==> src/rtl/ram_arbiter.sv <==
// Round-robin two-master arbiter and fixed-window access sequencer for one external SRAM.
// Ack arrives WAIT+1 cycles after the granting edge; a losing master keeps req high until its own ack.
module ram_arbiter #(
  parameter int AW   = 19,
  parameter int DW   = 16,
  parameter int WAIT = 2
) (
  input  logic          clk,
  input  logic          reset,
  input  logic          m0_req,
  input  logic          m0_we,
  input  logic          m0_be,
  input  logic [AW-1:0] m0_addr,
  input  logic [DW-1:0] m0_wdata,
  output logic [DW-1:0] m0_rdata,
  output logic          m0_ack,
  input  logic          m1_req,
  input  logic          m1_we,
  input  logic          m1_be,
  input  logic [AW-1:0] m1_addr,
  input  logic [DW-1:0] m1_wdata,
  output logic [DW-1:0] m1_rdata,
  output logic          m1_ack,
  output logic [AW-1:0] sram_addr,
  output logic [DW-1:0] sram_wdata,
  input  logic [DW-1:0] sram_rdata,
  output logic          sram_oe,
  output logic          sram_we,
  output logic          sram_be,
  output logic          busy,
  output logic          owner
);

  typedef enum logic [1:0] {
    IDLE   = 2'd0,
    ACCESS = 2'd1,
    DONE   = 2'd2
  } state_t;

  localparam logic [3:0] WCNT_LOAD = 4'(WAIT - 1);

  state_t        state_q, state_d;
  logic          last_q, last_d;
  logic          owner_q, owner_d;
  logic [3:0]    wcnt_q, wcnt_d;
  logic          dir_we_q, dir_we_d;
  logic [AW-1:0] addr_q, addr_d;
  logic [DW-1:0] wdata_q, wdata_d;
  logic          be_q, be_d;
  logic          oe_q, oe_d;
  logic          swe_q, swe_d;
  logic          busy_q, busy_d;
  logic          ack0_q, ack0_d;
  logic          ack1_q, ack1_d;
  logic [DW-1:0] rdata0_q, rdata0_d;
  logic [DW-1:0] rdata1_q, rdata1_d;
  logic          gnt;
  logic          gnt_we;

  always_comb begin
    state_d  = state_q;
    last_d   = last_q;
    owner_d  = owner_q;
    wcnt_d   = wcnt_q;
    dir_we_d = dir_we_q;
    addr_d   = addr_q;
    wdata_d  = wdata_q;
    be_d     = be_q;
    oe_d     = oe_q;
    swe_d    = swe_q;
    busy_d   = busy_q;
    ack0_d   = 1'b0;
    ack1_d   = 1'b0;
    rdata0_d = rdata0_q;
    rdata1_d = rdata1_q;
    gnt      = 1'b0;
    gnt_we   = 1'b0;

    case (state_q)
      IDLE: begin
        // On a tie the master that did not win last time goes first.
        if (m0_req && m1_req) gnt = ~last_q;
        else                  gnt = m1_req;
        gnt_we = gnt ? m1_we : m0_we;
        if (m0_req || m1_req) begin
          state_d  = ACCESS;
          owner_d  = gnt;
          last_d   = gnt;
          wcnt_d   = WCNT_LOAD;
          dir_we_d = gnt_we;
          addr_d   = gnt ? m1_addr  : m0_addr;
          wdata_d  = gnt ? m1_wdata : m0_wdata;
          be_d     = gnt ? m1_be    : m0_be;
          oe_d     = ~gnt_we;
          swe_d    = gnt_we;
          busy_d   = 1'b1;
        end
      end

      ACCESS: begin
        if (wcnt_q == 4'd0) begin
          state_d = DONE;
          oe_d    = 1'b0;
          swe_d   = 1'b0;
          if (!dir_we_q) begin
            if (owner_q) rdata1_d = sram_rdata;
            else         rdata0_d = sram_rdata;
          end
          if (owner_q) ack1_d = 1'b1;
          else         ack0_d = 1'b1;
        end else begin
          wcnt_d = wcnt_q - 4'd1;
        end
      end

      DONE: begin
        state_d = IDLE;
        busy_d  = 1'b0;
      end

      default: begin
        state_d = IDLE;
        oe_d    = 1'b0;
        swe_d   = 1'b0;
        busy_d  = 1'b0;
      end
    endcase
  end

  always_ff @(posedge clk or negedge reset) begin
    if (!reset) begin
      state_q  <= IDLE;
      last_q   <= 1'b1;
      owner_q  <= 1'b0;
      wcnt_q   <= 4'd0;
      dir_we_q <= 1'b0;
      addr_q   <= '0;
      wdata_q  <= '0;
      be_q     <= 1'b0;
      oe_q     <= 1'b0;
      swe_q    <= 1'b0;
      busy_q   <= 1'b0;
      ack0_q   <= 1'b0;
      ack1_q   <= 1'b0;
      rdata0_q <= '0;
      rdata1_q <= '0;
    end else begin
      state_q  <= state_d;
      last_q   <= last_d;
      owner_q  <= owner_d;
      wcnt_q   <= wcnt_d;
      dir_we_q <= dir_we_d;
      addr_q   <= addr_d;
      wdata_q  <= wdata_d;
      be_q     <= be_d;
      oe_q     <= oe_d;
      swe_q    <= swe_d;
      busy_q   <= busy_d;
      ack0_q   <= ack0_d;
      ack1_q   <= ack1_d;
      rdata0_q <= rdata0_d;
      rdata1_q <= rdata1_d;
    end
  end

  assign sram_addr  = addr_q;
  assign sram_wdata = wdata_q;
  assign sram_be    = be_q;
  assign sram_oe    = oe_q;
  assign sram_we    = swe_q;
  assign busy       = busy_q;
  assign owner      = owner_q;
  assign m0_ack     = ack0_q;
  assign m1_ack     = ack1_q;
  assign m0_rdata   = rdata0_q;
  assign m1_rdata   = rdata1_q;

endmodule

==> config.mk <==
export PLATFORM = sky130hd
export DESIGN_NAME = ram_arbiter
export DESIGN_NICKNAME = d
export VERILOG_FILES = /design/src/rtl/ram_arbiter.sv
export SDC_FILE = /design/constraint.sdc
export NUM_CORES = 1
export LEC_CHECK = 0
export ABC_CLOCK_PERIOD_IN_PS = 3200
export CORE_AREA = 2 2 97 99
export CTS_BUF_LIST = sky130_fd_sc_hd__clkbuf_16
export DETAILED_ROUTE_END_ITERATION = 8
export DIE_AREA = 0 0 99 101
export PLACE_DENSITY = 0.77
export SYNTH_ARGS = -nofsm -noshare
export SYNTH_HDL_FRONTEND = slang
export SYNTH_SLANG_ARGS = --single-unit
==> constraint.sdc <==
create_clock -name clk -period 3.2 [get_ports clk]
set_clock_uncertainty 0.2 [all_clocks]
set_input_delay 0.48 -clock clk [delete_from_list [all_inputs] [get_ports clk]]
set_output_delay 0.48 -clock clk [all_outputs]
set_load 0.02 [all_outputs]
==> metrics.sh <==
GRT_UTIL_ALL_LAYERS_PCT=18.9
DPL.CELL_COUNT=548
FINALSETUPVIOLATIONS=0
POST_CTS_RESIZED=0
CORE_AREA_UM2=8980
CP-END-KIND='flip-flop'
NUM_IO_PINS=168
VIASPERCELL=5.15
POST_SYNTH_INSTANCE_AREA_UM2=3580
FP.DIEW_UM=99
SYNTHDISTINCTLIBCELLS=32
GRT_SETUP_UNREPAIRED='no'
CP_MAX_STAGE_DELAY_NS=0.62
FINISH.INSTANCE_AREA_UM2=5620
WORSTPATHARRIVAL_NS=2.43
SYNTH-MAIN-FF-CELL='dfrtp_1'
ROUTE.FINAL.WIRE_LENGTH_UM=9030
MULTI_INPUT_COMBINATIONAL_CELL_AREA_UM2=1410
TRITONCTS_NUM_SINKS=82
MAXCAPVIOLCOUNT=0
WORSTSKEWPAIRLATENCY_NS=0.33
FIRST_ITER_VIOLATIONS=121
DRIVE_GT1_SHARE_PCT=12.6
POST-ROUTE-DRC-COUNT=0
POST_DP_CELL_AREA_UM2=5330
STARTPOINT='wcnt_q[0]'
WORST-R2R-SETUP-SLACK_NS=0.78
MAXSLEWVIOLCOUNT=0
DIEHEIGHT_UM=101
POWERDENSITY_nW_PER_UM2=988
HOLD_VIOL_FINAL=0
POWER_LEAKAGE_nW=2.47
DRT.ANTENNA.VIOLATING_NETS=0
PORT_BUFFERS=167
POSTSYNTHNETCOUNT=383
LAYOUT.NETS=544
WORST-PATH-BUF-INV=1
SYNTH_EDF_COUNT=0
SYNTH_CELLS=287
CLK_TRANSITION_REPORTED_PATHS_NS=0.06
NFILLCELLS=723
AVGROUTEDWIREPERCELL_UM=16.0
WHS_NS=0.133
TIMING.CRITICAL_PATH.REQUIRED_NS=3.21
REGAREA_UM2=2050
DIE_OUTLINE_AREA_UM2=10000
GRT_MAX_DEGREE=83
TOTAL_CLOCK_BUFFERS_CREATED_BY_CTS=9
MIN_PATH_TYPE='primary input to async pin'
CTS_SETUP_BUFFERS=0
TYPE_OF_ELEMENT_LAUNCHING_THE_CRITICAL_PATH='flip-flop'
RR_ENDPOINT='m0_rdata[14]'
CLOCK_TREE.BUFFER_DEPTH=2
DR_TOTAL_VIAS=2905
SLEW_HEADROOM_PCT=32.5
FIN_CRIT_NS=2.42
CRIT_FANOUT=16
POSTSYNTHAREAPERCELL_UM2=12.5
ROWS=35
CRITICAL-PATH-TOP-DELAY-FAMILY='simple AND/OR/NAND/NOR gates'
INITIAL_ANTENNA_VIOLATION_COUNT=0
SYNTH_SEQ_CELLS=82
SYNTH_SEQUENTIAL_AREA_RATIO_PCT=57.3
ROUTABILITYCONGESTION=0.714
WORST_PATH_MAX_DELAY_CELL='or4_4'
POST_CTS_HOLD_BUFFER_COUNT=0
CLOCK_TREE.ROOT_CELL='clkbuf_16'
CLOCK_TREE.HTREE_LEVEL_COUNT=3
PATH_CELLS='inv_1, ha_1, or3b_1, or4_4, mux2_4'
MIN_PERIOD_OVER_PERIOD_PCT=75.6
CRIT_TYPE='flip-flop to flip-flop'
GRT_FIRST_PASS_WIRELENGTH_UM=15100
LAYOUT-AREA-OVERHEAD-VS-SYNTH_PCT=56.9
SETUP_TNS_NS=0
DRT_FIRST_PASS_ITERS=4
HPWLAFTERDP_UM=6390
YS_ASYNC_SR_FRACTION_PCT=100
GRT_PASS1_VIAS=3068
TOTAL_POWER_CONSUMPTION_OF_THE_ROUTED_DESIGN_mW=5.55
INITIAL_CORE_UTIL_PCT=39.9
ANTENNA_CELLS=0
OUTCOME='finished, final reports clean'
YOSYSWARNINGS=0
CRITICAL_PATH.REG2REG.STARTPOINT='wcnt_q[0]'
TRITONCTS='yes'
POST_LAYOUT_NONFILLER_INSTANCES=564
GLOBALROUTEOVERFLOWTOTAL=0
IR_DROP_mV=0.471
MAX_CLOCK_FREQ_MHz=413
REG2REG_DEPTH=5
TIMING_WORST_SLEW_PIN_VALUE_NS=1.01
-- where the power goes --
part           internal (mW)  switching (mW)
sequential              1.55           0.273
combinational           1.37            1.38
clock                  0.594           0.385
total                   3.52            2.04
-- cell usage in the layout (no fill, tap or decap) --
cell type,count
dfrtp_1,81
nand4b_1,1
clkinv_1,2
mux2i_1,39
mux2_4,10
clkbuf_16,9
mux2_2,23
a21o_1,3
nor2_1,2
or3b_1,1
dfstp_2,1
bufinv_16,1
o22ai_1,1
inv_1,4
a32oi_1,1
nand2_1,1
clkinvlp_4,2
o31ai_1,1
a21bo_2,1
o21bai_2,1
and3_1,1
or2_2,1
clkdlybuf4s50_1,166
buf_4,5
clkinv_2,1
o221ai_1,1
o21ai_0,78
nor3_1,3
nor2b_1,3
nor3b_1,1
nand3_1,2
or4_4,1
a32o_1,1
nand2b_1,1
buf_12,1
ha_1,2
-- sequential cells by signal, summed over array words and instances (netlist names) --
signal / count
m1_ack: 1
m0_ack: 1
sram_addr: 19
last_q: 1
wcnt_q: 4
sram_we: 1
m1_rdata: 16
sram_be: 1
busy: 1
sram_wdata: 16
owner: 1
state_q: 2
m0_rdata: 16
sram_oe: 1
dir_we_q: 1
-- metal layers --
layer	track usage [%]	part of all wire, %
met5	0	0
met4	6.22	1.5
met3	6.93	8.6
met2	31.7	49
met1	22.6	40
-- worst reg2reg max path: stages (launching register included) --
cell and delay (ns):
dfrtp_1 0.37, inv_1 0.10, ha_1 0.18, or3b_1 0.47, or4_4 0.62, mux2_4 0.35
-- worst max path at each step --
stage                     slack, ns            end  depth (start not counted)
after floorplan                0.83    m0_rdata[0]                          8
after CTS                      0.78    m0_rdata[3]                          5
after global routing           0.71    m0_rdata[4]                          5
after global placement         0.86   m0_rdata[13]                          5
after detailed placement       0.79  sram_addr[14]                          5
final                          0.78   m0_rdata[14]                          5
-- final cells by class --
| type | count | area share, % |
|---|---|---|
| flip-flops and latches | 82 | 36.5 |
| repair buffers | 172 | 30.6 |
| multi-input cells | 180 | 25.1 |
| clock buffers | 9 | 4.01 |
| well taps | 111 | 2.47 |
| clock inverters | 7 | 1.09 |
| inverters | 3 | 0.200 |
-- synthesized netlist by cell type (2+ instances only) --
master    number  area share (%)
dfrtp_1       81              57
o21ai_0       78              11
mux2i_1       39              11
mux2_2        23             7.2
clkbuf_1      16             1.7
mux2_4        10             4.2
buf_2          4            0.56
a21o_1         3            0.63
inv_1          3            0.31
nor2b_1        3            0.52
nor3_1         3            0.42
ha_1           2            0.70
nand3_1        2            0.28
nor2_1         2            0.21
-- cell families (layout without fill, tap and decap cells) --
| kind of cell | after synthesis | in the layout | share of synthesized area [%] |
|---|---|---|---|
| buf+inv | 25 | 191 | 3.42 |
| fa+ha+maj | 2 | 2 | 0.698 |
| mux | 72 | 72 | 22.3 |
| simple gates | 18 | 18 | 3.07 |
| compound gates | 88 | 88 | 13.2 |
| flops | 82 | 82 | 57.3 |
-- metrics by stage --
stage	utilization [%]	setup slack (ns)
2_1_floorplan	-	0.826
3_3_place_gp	59.4	0.862
3_5_place_dp	59.4	0.791
4_1_cts	62.6	0.776
5_1_grt	62.6	0.705
6_report	62.6	0.780
(Power assumes the default switching activity.)
